==> src/rtl/tcm_arb_pkg.sv <==
// tcm_arb_pkg
// Shared definitions for the TCM data-port arbiter:
//   - master-ID constants (M_CORE, M_DMA)
//   - arbiter lock-state enumeration
//   - request-valid helper used for both masters
//   - source-FIFO pointer width helper and default derived width
package tcm_arb_pkg;

  localparam logic M_CORE = 1'b0;
  localparam logic M_DMA  = 1'b1;

  localparam int OUTSTANDING_DEFAULT = 4;

  // Pointer width for a FIFO of the given depth; a depth of 1 still needs one bit.
  function automatic int fifo_ptr_w(input int depth);
    return (depth > 1) ? $clog2(depth) : 1;
  endfunction

  localparam int FIFO_PTR_W = fifo_ptr_w(OUTSTANDING_DEFAULT);

  // OPEN: grant follows the round-robin rules.
  // LOCK_*: a request is sitting on the downstream port waiting for accept.
  typedef enum logic [1:0] {
    ARB_OPEN      = 2'd0,
    ARB_LOCK_CORE = 2'd1,
    ARB_LOCK_DMA  = 2'd2
  } arb_state_e;

  // Any read, byte write or cache-maintenance operation counts as a request.
  function automatic logic req_valid(input logic       rd,
                                     input logic [3:0] wr,
                                     input logic       flush,
                                     input logic       invalidate,
                                     input logic       writeback);
    return rd | (|wr) | flush | invalidate | writeback;
  endfunction

endpackage

==> src/rtl/tcm_arb_src_fifo.sv <==
// tcm_arb_src_fifo
// Remembers which master issued each accepted-but-unacknowledged request so
// in-order responses can be steered back to the right master.
// Ports:
//   clk, rst   clock, synchronous active-high reset (empties the FIFO)
//   push       store push_id at the tail (ignored when full)
//   push_id    master ID of the accepted request
//   pop        drop the head entry (ignored when empty)
//   full       DEPTH entries held
//   empty      no entries held
//   head       master ID at the head
module tcm_arb_src_fifo
  import tcm_arb_pkg::*;
#(
  parameter int DEPTH = OUTSTANDING_DEFAULT
) (
  input  logic clk,
  input  logic rst,
  input  logic push,
  input  logic push_id,
  input  logic pop,
  output logic full,
  output logic empty,
  output logic head
);

  localparam int PTR_W = fifo_ptr_w(DEPTH);
  localparam logic [PTR_W:0] FULL_COUNT = (PTR_W + 1)'(DEPTH);

  logic [DEPTH-1:0] mem_q;
  logic [PTR_W-1:0] wr_ptr_q;
  logic [PTR_W-1:0] rd_ptr_q;
  logic [PTR_W:0]   count_q;
  logic             do_push;
  logic             do_pop;

  assign full    = (count_q == FULL_COUNT);
  assign empty   = (count_q == '0);
  assign do_push = push & ~full;
  assign do_pop  = pop & ~empty;
  assign head    = mem_q[rd_ptr_q];

  // Pointers wrap naturally because DEPTH is a power of two; a simultaneous
  // push and pop moves both pointers and leaves the count alone.
  always_ff @(posedge clk) begin
    if (rst) begin
      wr_ptr_q <= '0;
      rd_ptr_q <= '0;
      count_q  <= '0;
    end else begin
      if (do_push) begin
        mem_q[wr_ptr_q] <= push_id;
        wr_ptr_q        <= wr_ptr_q + PTR_W'(1);
      end
      if (do_pop) begin
        rd_ptr_q <= rd_ptr_q + PTR_W'(1);
      end
      unique case ({do_push, do_pop})
        2'b10:   count_q <= count_q + (PTR_W + 1)'(1);
        2'b01:   count_q <= count_q - (PTR_W + 1)'(1);
        default: count_q <= count_q;
      endcase
    end
  end

endmodule

==> src/rtl/tcm_dport_arb.sv <==
// tcm_dport_arb
// Round-robin arbiter letting the core data port (m0) and the DMA/loader (m1)
// share the single tcm_mem data port. Zero added latency: the downstream
// request is a mux of the granted master and responses are steered back
// through a source-ID FIFO.
// Ports:
//   clk, rst                      clock, synchronous active-high reset
//   m0_* / m1_*                   master request inputs, accept/ack/response outputs
//   s_*_o                         downstream request (mux of granted master)
//   s_accept_i, s_ack_i, ...      downstream handshake and in-order response
//   idle_o                        no outstanding requests and no locked grant
//   err_unexp_ack_o               sticky: an ack arrived with nothing outstanding
module tcm_dport_arb
  import tcm_arb_pkg::*;
#(
  parameter int ADDR_W      = 32,
  parameter int DATA_W      = 32,
  parameter int TAG_W       = 11,
  parameter int OUTSTANDING = 4
) (
  input  logic              clk,
  input  logic              rst,
  // master 0: riscv_core data port
  input  logic [ADDR_W-1:0] m0_addr_i,
  input  logic [DATA_W-1:0] m0_data_wr_i,
  input  logic              m0_rd_i,
  input  logic [3:0]        m0_wr_i,
  input  logic              m0_cacheable_i,
  input  logic [TAG_W-1:0]  m0_req_tag_i,
  input  logic              m0_invalidate_i,
  input  logic              m0_writeback_i,
  input  logic              m0_flush_i,
  output logic              m0_accept_o,
  output logic              m0_ack_o,
  output logic              m0_error_o,
  output logic [DATA_W-1:0] m0_data_rd_o,
  output logic [TAG_W-1:0]  m0_resp_tag_o,
  // master 1: DMA / loader
  input  logic [ADDR_W-1:0] m1_addr_i,
  input  logic [DATA_W-1:0] m1_data_wr_i,
  input  logic              m1_rd_i,
  input  logic [3:0]        m1_wr_i,
  input  logic              m1_cacheable_i,
  input  logic [TAG_W-1:0]  m1_req_tag_i,
  input  logic              m1_invalidate_i,
  input  logic              m1_writeback_i,
  input  logic              m1_flush_i,
  output logic              m1_accept_o,
  output logic              m1_ack_o,
  output logic              m1_error_o,
  output logic [DATA_W-1:0] m1_data_rd_o,
  output logic [TAG_W-1:0]  m1_resp_tag_o,
  // downstream (tcm_mem data port)
  output logic [ADDR_W-1:0] s_addr_o,
  output logic [DATA_W-1:0] s_data_wr_o,
  output logic              s_rd_o,
  output logic [3:0]        s_wr_o,
  output logic              s_cacheable_o,
  output logic [TAG_W-1:0]  s_req_tag_o,
  output logic              s_invalidate_o,
  output logic              s_writeback_o,
  output logic              s_flush_o,
  input  logic              s_accept_i,
  input  logic              s_ack_i,
  input  logic              s_error_i,
  input  logic [DATA_W-1:0] s_data_rd_i,
  input  logic [TAG_W-1:0]  s_resp_tag_i,
  // status
  output logic              idle_o,
  output logic              err_unexp_ack_o
);

  arb_state_e state_q;
  arb_state_e state_d;

  logic req0;
  logic req1;
  logic grant_valid;
  logic grant;
  logic drive;
  logic accept;
  logic sel;
  logic last_sel_q;
  logic rr_ptr_q;
  logic unexp_q;

  logic fifo_full;
  logic fifo_empty;
  logic fifo_head;
  logic pop;
  logic unexp_ack;

  assign req0 = req_valid(m0_rd_i, m0_wr_i, m0_flush_i, m0_invalidate_i, m0_writeback_i);
  assign req1 = req_valid(m1_rd_i, m1_wr_i, m1_flush_i, m1_invalidate_i, m1_writeback_i);

  // A full source FIFO keeps the request off the downstream port entirely;
  // reset masks everything so no handshake can complete during it.
  assign drive  = grant_valid & ~fifo_full & ~rst;
  assign accept = drive & s_accept_i;

  // Lock-state register.
  always_ff @(posedge clk) begin
    if (rst) begin
      state_q <= ARB_OPEN;
    end else begin
      state_q <= state_d;
    end
  end

  // Lock is taken when a request is presented but not accepted, so the
  // downstream request cannot switch masters mid-handshake. It drops on the
  // accept cycle (or if the locked master withdraws its request).
  always_comb begin
    state_d = state_q;
    unique case (state_q)
      ARB_OPEN: begin
        if (drive && !s_accept_i) begin
          state_d = (grant == M_DMA) ? ARB_LOCK_DMA : ARB_LOCK_CORE;
        end
      end
      default: begin
        if (!grant_valid || accept) begin
          state_d = ARB_OPEN;
        end
      end
    endcase
  end

  // Grant selection: a locked master keeps the grant; otherwise a lone
  // requester wins and a tie goes to rr_ptr.
  always_comb begin
    grant_valid = 1'b0;
    grant       = M_CORE;
    unique case (state_q)
      ARB_LOCK_CORE: begin
        grant       = M_CORE;
        grant_valid = req0;
      end
      ARB_LOCK_DMA: begin
        grant       = M_DMA;
        grant_valid = req1;
      end
      default: begin
        if (req0 && req1) begin
          grant       = rr_ptr_q;
          grant_valid = 1'b1;
        end else if (req0) begin
          grant       = M_CORE;
          grant_valid = 1'b1;
        end else if (req1) begin
          grant       = M_DMA;
          grant_valid = 1'b1;
        end
      end
    endcase
  end

  // Round-robin pointer flips to the other master after every accept; the
  // last selected master keeps the non-strobe fields steady while idle.
  always_ff @(posedge clk) begin
    if (rst) begin
      rr_ptr_q   <= M_CORE;
      last_sel_q <= M_CORE;
    end else begin
      if (accept) begin
        rr_ptr_q <= ~grant;
      end
      if (grant_valid) begin
        last_sel_q <= grant;
      end
    end
  end

  assign sel = grant_valid ? grant : last_sel_q;

  assign s_addr_o       = (sel == M_DMA) ? m1_addr_i      : m0_addr_i;
  assign s_data_wr_o    = (sel == M_DMA) ? m1_data_wr_i   : m0_data_wr_i;
  assign s_cacheable_o  = (sel == M_DMA) ? m1_cacheable_i : m0_cacheable_i;
  assign s_req_tag_o    = (sel == M_DMA) ? m1_req_tag_i   : m0_req_tag_i;
  assign s_rd_o         = drive & ((sel == M_DMA) ? m1_rd_i         : m0_rd_i);
  assign s_wr_o         = drive ? ((sel == M_DMA) ? m1_wr_i : m0_wr_i) : 4'b0000;
  assign s_flush_o      = drive & ((sel == M_DMA) ? m1_flush_i      : m0_flush_i);
  assign s_invalidate_o = drive & ((sel == M_DMA) ? m1_invalidate_i : m0_invalidate_i);
  assign s_writeback_o  = drive & ((sel == M_DMA) ? m1_writeback_i  : m0_writeback_i);

  assign m0_accept_o = accept & (grant == M_CORE);
  assign m1_accept_o = accept & (grant == M_DMA);

  tcm_arb_src_fifo #(
    .DEPTH(OUTSTANDING)
  ) u_src_fifo (
    .clk    (clk),
    .rst    (rst),
    .push   (accept),
    .push_id(grant),
    .pop    (pop),
    .full   (fifo_full),
    .empty  (fifo_empty),
    .head   (fifo_head)
  );

  // Responses come back in order, so the FIFO head names their owner.
  assign pop       = s_ack_i & ~fifo_empty & ~rst;
  assign unexp_ack = s_ack_i & fifo_empty & ~rst;

  assign m0_ack_o      = pop & (fifo_head == M_CORE);
  assign m1_ack_o      = pop & (fifo_head == M_DMA);
  assign m0_error_o    = m0_ack_o & s_error_i;
  assign m1_error_o    = m1_ack_o & s_error_i;
  assign m0_data_rd_o  = m0_ack_o ? s_data_rd_i  : '0;
  assign m1_data_rd_o  = m1_ack_o ? s_data_rd_i  : '0;
  assign m0_resp_tag_o = m0_ack_o ? s_resp_tag_i : '0;
  assign m1_resp_tag_o = m1_ack_o ? s_resp_tag_i : '0;

  // Sticky flag for acks that match no outstanding request; only reset clears it.
  always_ff @(posedge clk) begin
    if (rst) begin
      unexp_q <= 1'b0;
    end else if (unexp_ack) begin
      unexp_q <= 1'b1;
    end
  end

  assign err_unexp_ack_o = unexp_q;
  assign idle_o          = rst | (fifo_empty & (state_q == ARB_OPEN));

endmodule

==> config.mk <==
export PLATFORM = sky130hd
export DESIGN_NAME = tcm_dport_arb
export DESIGN_NICKNAME = d
export VERILOG_FILES = /design/src/rtl/tcm_arb_pkg.sv /design/src/rtl/tcm_arb_src_fifo.sv /design/src/rtl/tcm_dport_arb.sv
export SDC_FILE = /design/constraint.sdc
export NUM_CORES = 1
export LEC_CHECK = 0
export CORE_AREA = 2 2 152 154
export DETAILED_ROUTE_END_ITERATION = 10
export DIE_AREA = 0 0 154 156
export GPL_ROUTABILITY_DRIVEN = 0
export GPL_TIMING_DRIVEN = 0
export PLACE_DENSITY = 0.55
export SYNTH_ARGS = -nofsm -noshare
export SYNTH_HDL_FRONTEND = slang
export SYNTH_SLANG_ARGS = --single-unit
==> constraint.sdc <==
create_clock -name clk -period 6.89 [get_ports clk]
set_clock_uncertainty 0.15 [all_clocks]
set_input_delay 0.689 -clock clk [delete_from_list [all_inputs] [get_ports clk]]
set_output_delay 0.689 -clock clk [all_outputs]
set_load 0.01 [all_outputs]
== Yosys cells after proc, flatten, opt, wreduce, memory -nomap -nowiden ==
Cells that the tools add are included.

* Flip-flop bits (word level): 16
* Latch bits: 0
* Bits in writable memories: 0
* ROM bits: 0
* Input port bits: 216
* Output and inout bits: 178
* Word-level logic and storage cells: 101
* Memories: 0

* Add/sub/neg operators: 4
* Multiply operators: 0
* Divide/modulo/power cells: 0
* $lt $le $gt $ge: 3
* Equal/unequal tests: 6
* Shift-type cells: 0
* Muxes and demuxes: 32
* Bitwise logic cells: 34
* Reduce and logical (&&, ||, !) cells: 14

{| class="wikitable"
|+ Operators with widths
! cell !! count
|-
| 2-to-1 mux 32 bit || 4
|-
| 2-to-1 mux 11 bit || 3
|-
| AND 1 bit || 20
|-
| 2-to-1 mux 1 bit || 13
|-
| bitwise OR 1 bit || 9
|-
| 2-to-1 mux 2 bit || 4
|-
| 2-to-1 mux 4 bit || 2
|-
| OR reduction 4 bit || 2
|-
| less-than comparator 2 x 3 -> 1 bit (second input constant) || 2
|-
| case mux 3 bit (2 select lines) || 1
|-
| inverter 1 bit || 5
|-
| adder 2 x 1 -> 2 bit (second input constant) || 2
|-
| bitwise mux 4 bit || 1
|-
| == test 2 x 1 -> 1 bit (second input constant) || 2
|-
| == test 2 bit (second input constant) || 2
|-
| case mux 1 bit (2 select lines) || 2
|-
| AND reduction 2 bit || 2
|-
| nonzero test 2 bit || 2
|-
| adder 3 x 1 -> 3 bit (second input constant) || 1
|-
| == test 3 bit (second input constant) || 1
|-
| logical AND 1 bit || 3
|-
| logical NOT 3 bit || 1
|-
| subtractor 3 x 1 -> 3 bit (second input constant) || 1
|-
| binary-select mux 1 bit (select 2 bit) || 1
|-
| other kinds (6) || 7
|}

== Depth between registers and ports, before layout ==
Gate-level depths: netlist (run 1).

* Word-level depth: 15
* Gate-level depth with buffers: 11
* Mapped depth without buffers: 11

== Cells and area by module ==
Synthesis (run 1) repeated with hierarchy kept, for this count alone.

* Cell total of the unflattened synthesis: 324
* Area, all modules: 2826.5 µm²

{| class="wikitable"
|+ Modules (own cells, without submodules)
! module !! instances !! cells an instance !! area an instance (µm²) !! sequential area each (µm²)
|-
| tcm_dport_arb || 1 || 268 || 2235.9 || 100.1
|-
| tcm_arb_src_fifo || 1 || 56 || 590.6 || 260.2
|}

== Worst setup path after synthesis (run 1) ==
No wires, ideal clock.

* Path kind: input to register
* Start point: in m1_wr_i[0]
* End point: reg u_src_fifo.count_q[2]
* Setup time: 71 ps
* Data arrival time: 2960 ps
* Data required time: 6669 ps
* Slack: 3709 ps
* Stages on the path: 9
* Path buffers: 0
* Path through: or4_1 -> o22a_4 -> o211ai_2 -> ha_1 -> inv_1 -> fa_1 -> xor2_1 -> or3_1 -> a21oi_1

* Word-level cells in the longest chain between the ends: 15
* Elaborated cells on any way between the ends: 18
* Those cells by class: eq/ne (2); mux (5); bitwise (8); reduce/logical (3)

{| class="wikitable"
|+ Ends and longest elaborated chain
! what !! RTL line !! source
|-
| start: declaration || tcm_dport_arb.sv:42 || <nowiki>input logic [3:0] m1_wr_i,</nowiki>
|-
| OR reduction 4 bit * || tcm_arb_pkg.sv:35 || <nowiki>return rd | (|wr) | flush | invalidate | writeback;</nowiki>
|-
| bitwise OR 1 bit * (4 in a row) || tcm_arb_pkg.sv:35 ||
|-
| 2-to-1 mux 1 bit || tcm_dport_arb.sv:150 || <nowiki>end else if (req1) begin</nowiki>
|-
| 2-to-1 mux 1 bit || tcm_dport_arb.sv:147 || <nowiki>end else if (req0) begin</nowiki>
|-
| 2-to-1 mux 1 bit || tcm_dport_arb.sv:144 || <nowiki>if (req0 && req1) begin</nowiki>
|-
| case mux 1 bit (2 select lines) * || tcm_dport_arb.sv:134 || <nowiki>unique case (state_q)</nowiki>
|-
| AND 1 bit * (2 in a row) || tcm_dport_arb.sv:98 || <nowiki>assign drive = grant_valid & ~fifo_full & ~rst;</nowiki>
|-
| AND 1 bit * || tcm_dport_arb.sv:99 || <nowiki>assign accept = drive & s_accept_i;</nowiki>
|-
| AND 1 bit * || tcm_arb_src_fifo.sv:39 || <nowiki>assign do_push = push & ~full;</nowiki>
|-
| == test 2 x 1 -> 1 bit / == test 2 bit (equally long branches) || tcm_arb_src_fifo.sv:58 || <nowiki>unique case ({do_push, do_pop})</nowiki>
|-
| case mux 3 bit (2 select lines) / nonzero test 2 bit (equally long branches) || -- ||
|-
| end signal: assignment || tcm_arb_src_fifo.sv:59 || <nowiki>2'b10: count_q <= count_q + (PTR_W + 1)'(1);</nowiki>
|-
| end signal: assignment || tcm_arb_src_fifo.sv:60 || <nowiki>2'b01: count_q <= count_q - (PTR_W + 1)'(1);</nowiki>
|-
| end signal: assignment || tcm_arb_src_fifo.sv:61 || <nowiki>default: count_q <= count_q;</nowiki>
|-
| end: declaration || tcm_arb_src_fifo.sv:33 || <nowiki>logic [PTR_W:0] count_q;</nowiki>
|}

Mark *: on every way between the ends. The rest lies on a longest branch, timed or not.
A chain may end at the register's enable or synchronous reset.

== Worst setup path after layout (run 1) ==
* Start point: in m1_rd_i
* End point: out s_addr_o[11]

* Word-level cells in the longest chain between the ends: 10
* Elaborated cells on any way between the ends: 14
* Those cells by class: mux (9); bitwise (4); reduce/logical (1)

{| class="wikitable"
|+ Ends and longest elaborated chain
! what !! RTL line !! source
|-
| start: declaration || tcm_dport_arb.sv:41 || <nowiki>input logic m1_rd_i,</nowiki>
|-
| bitwise OR 1 bit * (4 in a row) || tcm_arb_pkg.sv:35 ||
|-
| 2-to-1 mux 1 bit || tcm_dport_arb.sv:150 ||
|-
| 2-to-1 mux 1 bit || tcm_dport_arb.sv:147 ||
|-
| 2-to-1 mux 1 bit || tcm_dport_arb.sv:144 ||
|-
| case mux 1 bit (2 select lines) || tcm_dport_arb.sv:134 ||
|-
| 2-to-1 mux 1 bit * || -- ||
|-
| 2-to-1 mux 32 bit * || tcm_dport_arb.sv:176 || <nowiki>assign s_addr_o = (sel == M_DMA) ? m1_addr_i : m0_addr_i;</nowiki>
|-
| end: declaration || tcm_dport_arb.sv:54 || <nowiki>output logic [ADDR_W-1:0] s_addr_o,</nowiki>
|}

Marked as above.

==> results of run 1 <==
## power by group
part | internal, uW | switching [uW]
Clock | 77.1 | 38.0
Combinational | 436 | 278
Sequential | 105 | 5.57
Total | 619 | 322
## cell type report
cell class / instances / area [sq um] / share of cell area (%)
sequential: 16 / 360 / 5.05
clock inverter: 1 / 3.75 / 0.0526
buffer: 25 / 129 / 1.81
multi-input combinational: 264 / 2240 / 31.5
timing repair buffer: 392 / 3920 / 55.0
tap: 285 / 357 / 5.00
clock buffer: 3 / 75.1 / 1.05
inverter: 11 / 41.3 / 0.579
## cell families after synthesis
family | count (synthesis) | synth area share, %
buf+inv | 36 | 6.13
compound gates | 37 | 9.65
flops | 16 | 13.0
fa+ha+maj | 9 | 4.33
mux | 79 | 36.4
xor+xnor | 5 | 1.58
simple gates | 134 | 29.0
## synthesized netlist by cell type, types with 6 or more instances
library cell / number / area (sq um)
nand2_1: 8 / 30.0
mux2_4: 29 / 435
nand3_1: 10 / 50.1
and2_1: 46 / 288
ha_1: 8 / 100
inv_1: 11 / 41.3
dfxtp_1: 12 / 240
a21oi_1: 6 / 30.0
a21boi_0: 9 / 67.6
mux2_2: 48 / 541
clkbuf_1: 17 / 63.8
and3_1: 48 / 300
o21ai_0: 10 / 50.1
nor2_1: 10 / 37.5
## stage by stage
step / cell area [sq um] / power [uW] / util, % / instances / worst slack, ns
2_1_floorplan: 2770 / 434 / - / 316 / 3.71
3_3_place_gp: 7050 / 833 / 31.5 / 993 / 2.48
3_5_place_dp: 7050 / 830 / 31.5 / 993 / 2.49
4_1_cts: 7130 / 953 / 31.9 / 997 / 2.48
5_1_grt: 7130 / 997 / 31.9 / 997 / 2.27
6_report: 7130 / 940 / 31.9 / 997 / 2.58
## state kept, by name (all words and copies together) (netlist names)
| signal | flops |
|---|---|
| u_src_fifo.mem_q | 4 |
| u_src_fifo.count_q | 3 |
| state_q | 2 |
| u_src_fifo.rd_ptr_q | 2 |
| u_src_fifo.wr_ptr_q | 2 |
| err_unexp_ack_o | 1 |
| last_sel_q | 1 |
| rr_ptr_q | 1 |
## layer usage
| layer | vias to the layer above | GRT usage (%) | share of wire (%) |
|---|---|---|---|
| li1 | 1930 | - | - |
| met1 | 1738 | 14.9 | 41 |
| met2 | 226 | 20.8 | 48 |
| met3 | 9 | 3.31 | 9.7 |
| met4 | 0 | 2.63 | 1.4 |
| met5 | - | 0 | 0 |
## worst paths after layout
kind	depth (start not counted)	to	start	slack, ns
max	7	s_addr_o[11]	m1_rd_i	2.58
min	2	err_unexp_ack_o$_SDFFE_PP0P_	err_unexp_ack_o$_SDFFE_PP0P_	0.33
max reg2reg	11	u_src_fifo.count_q[2]$_SDFFE_PP0P_	state_q[1]$_SDFFE_PP0P_	3.92
min reg2reg	2	err_unexp_ack_o$_SDFFE_PP0P_	err_unexp_ack_o$_SDFFE_PP0P_	0.33
## worst register-to-register path: cells and delay by family, from the launching register on
kind	cells	cell delay, ns
buffers and inverters	3	0.21
adder cells (fa/ha/maj)	3	0.97
flip-flops	1	0.33
AO/OA/AOI/OAI	3	0.78
XOR/XNOR	1	0.16
AND/OR/NAND/NOR	1	0.30
==> key figures, run 1 <==
Run status
  • Status: finished clean

Yosys
  • YS warnings: 0
  • Post-synthesis register bit count: 16
  • Most used DFF post-synth: dfxtp_1
  • Cell variety after synth: 41
  • Syn Area/Cell: 8.78 sq um
  • Syn nets: 541
  • Synth Cell Area: 2770 sq um
  • Cells after Synth: 316
  • Sequential fraction of the synthesis area: 13.0%
  • EDFF count, synth: 4
  • Ys async rst share: 0%

Floorplan
  • Core region area: 22400 sq um
  • Die Y: 156 microns
  • Row Count: 55
  • Top Ports: 394
  • Die width: 154 microns
  • Initial core utilization: 12.4%
  • Die area: 24000 sq um

Clock network
  • CTS Buffer Depth: 2
  • Htree depth: 1
  • Post_cts resized: 0
  • CTS Buf Count: 3
  • Hold_buf cts: 0
  • Clock Latency Late Sink: 0.25 ns
  • CTS tree: done
  • CTS root buffer: clkbuf_16
  • CTS clk-pin slew, worst paths: 0.05 ns
  • Clock Sinks: 16
  • Post-CTS Setup Bufs: 0

Finish
  • Number of diodes: 0
  • Most frequent cells in the layout: clkdlybuf4s50_1 (392), and3_1 (48), mux2_2 (48)
  • Share of cells above drive strength 1: 13.6%
  • Area growth syn-to-layout: 157%
  • Net count, final: 938
  • Fillers: 2344
  • Commonest non-fill, non-tap cell in the layout: clkdlybuf4s50_1

Placement
  • PortBufs: 392
  • DP Wirelength: 14000 microns

STA
  • Period minus WS final: 4.31 ns
  • Final Max Slew Viols: 0
  • Setup TNS: 0 ns
  • Final setup viols: 0
  • Fmax: 232 MHz
  • Actual slew at the worst max-slew pin: 0.847 ns
  • Worst hold slack: 0.327 ns
  • Period utilization: 62.6%
  • RSZ-0062 raised after global routing: false
  • Final Hold Fails: 0
  • Slew Limit Headroom: 42.9%

Worst setup path
  • Crit end category: output port
  • Critical Path RT: 6.05 ns
  • Critical Path AT: 3.48 ns
  • Most used cell, CP: clkdlybuf4s50_1
  • Critical path buffer and inverter count: 3
  • Worst path slowest cell: or4_4
  • Crit-path leading delay family: buffers and inverters
  • Worst path cell trace: clkdlybuf4s50_1 > or4_4 > o22a_4 > o21ai_4 > buf_2 > mux2_2 > clkdlybuf4s50_1
  • WS Path Type: primary input to output port
  • Critical Path Start Type: primary input
  • Slowest stage delay, CP: 0.56 ns
  • Crit-path max FO: 10

Detailed routing
  • Iter 0 DRT Violations: 147
  • DR vias/cell: 3.91
  • Antenna Nets Post-Route: 0
  • Routed len/inst: 16.0 microns
  • Final wirelength: 16000 microns
  • DR pass1 iterations: 4
  • Vias: 3903
  • DRC: 0

GRT
  • All-Layer GR Usage: 12.0%
  • Largest net degree at the start of global routing: 11
  • First-pass GRT wire length: 22800 microns
  • Vias in the first global route: 3948
  • Total grt overflow: 0
  • Initial antenna violation count: 0

Job
  • Max-cap violations: 0

Hold path
  • Worst min-delay path class: flop to flop

Pwr
  • Pwr/cell area: 132 nW/um^2
  • Peak VDD IR: 0.0654 mV
  • Pleak: 0.00285 uW
No activity file was read; power rests on OpenSTA's default activity.
==> run 2, diff against run 1 <==
--- a/config.mk
+++ b/config.mk
@@ -5,12 +5,12 @@
 export SDC_FILE = /design/constraint.sdc
 export NUM_CORES = 1
 export LEC_CHECK = 0
-export CORE_AREA = 2 2 152 154
+export CORE_AREA = 2 2 154 156
 export DETAILED_ROUTE_END_ITERATION = 10
-export DIE_AREA = 0 0 154 156
+export DIE_AREA = 0 0 156 158
 export GPL_ROUTABILITY_DRIVEN = 0
 export GPL_TIMING_DRIVEN = 0
-export PLACE_DENSITY = 0.55
+export PLACE_DENSITY = 0.56
 export SYNTH_ARGS = -nofsm -noshare
 export SYNTH_HDL_FRONTEND = slang
 export SYNTH_SLANG_ARGS = --single-unit
==> constraint.sdc (replaced) <==
create_clock -name clk -period 3.9 [get_ports clk]
set_clock_uncertainty 0.15 [all_clocks]
set_input_delay 0.39 -clock clk [delete_from_list [all_inputs] [get_ports clk]]
set_output_delay 0.39 -clock clk [all_outputs]
set_load 0.01 [all_outputs]
==> run 2 against run 1 <==
Utilization fell by 0.90 points. Flip-flop and latch count did not move. Register-to-register slack got worse by 3.0 ns.
==> key figures, run 2 (synthesis gave the netlist of run 1 again) <==
Finish
  • Share of cells above drive strength 1: 13.8%
  • Top reg by flops: u_src_fifo.mem_q
  • Non-filler cells, final: 1002
  • Max reg flops: 4
  • Commonest non-fill, non-tap cell in the layout: clkdlybuf4s50_1
  • Registers with the most flip-flops: u_src_fifo.mem_q (4), u_src_fifo.count_q (3)
  • Most frequent cells in the layout: clkdlybuf4s50_1 (392), and3_1 (48), mux2_2 (48)
  • Area growth syn-to-layout: 158%
  • Number of diodes: 0
  • Net count, final: 938

Floorplan
  • Top Ports: 394
  • Die width: 156 microns
  • Die area: 24600 sq um
  • Row Count: 56
  • Initial core utilization: 12.0%
  • Core region area: 23100 sq um
  • Die Y: 158 microns

GRT
  • Vias in the first global route: 4129
  • Met2 usage: 23.5%
  • All-Layer GR Usage: 11.7%
  • Largest net degree at the start of global routing: 11
  • Total grt overflow: 0
  • First-pass GRT wire length: 22600 microns
  • GR peak layer: met2
  • GRT met3 Usage: 2.71%
  • Initial antenna violation count: 0
  • Met1 usage: 12.7%

Clock network
  • CTS tree: done
  • CTS clk-pin slew, worst paths: 0.05 ns
  • CTS Buffer Depth: 2
  • Post-CTS Setup Bufs: 0
  • Clock Sinks: 16
  • Clock Latency Late Sink: 0.25 ns
  • CTS root buffer: clkbuf_16
  • CTS Buf Count: 3
  • Hold_buf cts: 0
  • Htree depth: 1

STA
  • RSZ-0062 raised after global routing: false
  • Slew Limit Headroom: 59.2%
  • Final Max Slew Viols: 0
  • Setup TNS: 0 ns
  • Period minus WS final: 3.70 ns
  • Final setup viols: 0
  • Actual slew at the worst max-slew pin: 0.608 ns
  • Final Hold Fails: 0
  • Fmax: 271 MHz
  • Worst hold slack: 0.317 ns
  • Period utilization: 94.8%

Worst setup path
  • Most used cell, CP: buf_6
  • Worst r2r dst: u_src_fifo.count_q[2]$_SDFFE_PP0P_
  • Crit-path max FO: 10
  • WS Path Type: flop to output port
  • Worst path slowest cell: clkdlybuf4s50_1
  • R2r startpoint: state_q[0]$_SDFFE_PP0P_
  • Worst path cell trace: inv_1 > ha_1 > and2_1 > clkbuf_1 > a32o_1 > o21ai_4 > buf_6 > buf_6 > mux2_4 > clkdlybuf4s50_1
  • Crit path from: state_q[0]$_SDFFE_PP0P_
  • Crit end category: output port
  • Reg-to-reg slack, setup: 0.93 ns
  • FF-to-FF path depth: 11
  • Critical Path RT: 3.36 ns
  • Critical Path Start Type: flop
  • Slowest stage delay, CP: 0.50 ns
  • Critical Path AT: 3.16 ns

Placement
  • DP Wirelength: 14100 microns
  • PortBufs: 392
  • Placed cells: 998

Pwr
  • Pleak: 0.00285 uW
  • Peak VDD IR: 0.112 mV
  • Pwr/cell area: 233 nW/um^2

Detailed routing
  • DR vias/cell: 3.96
  • DRC: 0
  • DR pass1 iterations: 4
  • Vias: 3972
  • Iter 0 DRT Violations: 133
  • Antenna Nets Post-Route: 0
  • Routed len/inst: 15.9 microns
  • Final wirelength: 15900 microns

Hold path
  • Worst min-delay path class: flop to flop
  • HP Start: err_unexp_ack_o$_SDFFE_PP0P_
  • Min-Delay Endpoint: err_unexp_ack_o$_SDFFE_PP0P_
  • Hold path depth: 2

Job
  • Max-cap violations: 0

Run status
  • Status: finished clean
[run 2: cell counts in the layout (fill, tap and decap cells not counted)]
Identical to the previous run, type by type.
[run 2: critical path: cells and delay by family (launching register included)]
kind                       cells  cell delay, ns
AOI/OAI and AO/OA              2            0.55
and+or+nand+nor                1            0.17
buffers and inverters          5            1.17
DFF                            1            0.34
adders and majority gates      1            0.35
muxes                          1            0.32
[run 2: layout make-up]
cell class / count / area [sq um]
buffer: 25 / 129
clock buffer: 3 / 75.1
clock inverter: 1 / 3.75
fill: 2424 / 15900
inverter: 11 / 41.3
multi-input combinational: 264 / 2250
sequential: 16 / 360
tap: 290 / 363
timing repair buffer: 392 / 3920
[run 2: how the worst max path moves through the flow]
stage	endpoint	depth (start not counted)
final	s_data_wr_o[19]	10
after floorplan	u_src_fifo.count_q[2]$_SDFFE_PP0P_	9
after global placement	m0_data_rd_o[15]	6
after detailed placement	m0_data_rd_o[15]	6
after global routing	s_wr_o[1]	7
after CTS	s_data_wr_o[6]	9
[run 2: per-layer routing]
| layer | part of all wire [%] | up-vias |
|---|---|---|
| met4 | 0.53 | 0 |
| met2 | 54 | 228 |
| met5 | 0 | - |
| met1 | 36 | 1803 |
| li1 | - | 1936 |
| met3 | 8.9 | 5 |
[run 2: what timing repair did]
action,CTS,global route
resized for setup,1,1
pin swaps,0,0
endpoints found under the setup margin,1,1
[run 2: power by group]
part / leakage, uW / switching [uW] / internal [uW] / total (uW)
Clock: 0.0000385 / 68.7 / 136 / 205
Sequential: 0.000135 / 9.68 / 186 / 196
Combinational: 0.00268 / 490 / 771 / 1260
[run 2: metrics by stage]
stage	area (sq um)	utilization (%)	total power, uW	setup WS [ns]
global route	7140	31.0	1760	0.0245
CTS	7140	31.0	1680	0.146
floorplan	2770	-	766	1.02
detailed placement	7060	30.6	1470	0.00853
finish	7140	31.0	1660	0.204
global placement	7060	30.6	1470	0.0182
==> run 3, diff against run 2 <==
--- a/config.mk
+++ b/config.mk
@@ -11,6 +11,7 @@
 export GPL_ROUTABILITY_DRIVEN = 0
 export GPL_TIMING_DRIVEN = 0
 export PLACE_DENSITY = 0.56
+export SKIP_LAST_GASP = 1
 export SYNTH_ARGS = -nofsm -noshare
 export SYNTH_HDL_FRONTEND = slang
 export SYNTH_SLANG_ARGS = --single-unit
==> results of run 3 <==
The final DEF is identical to that of run 2; final timing and power are the same.
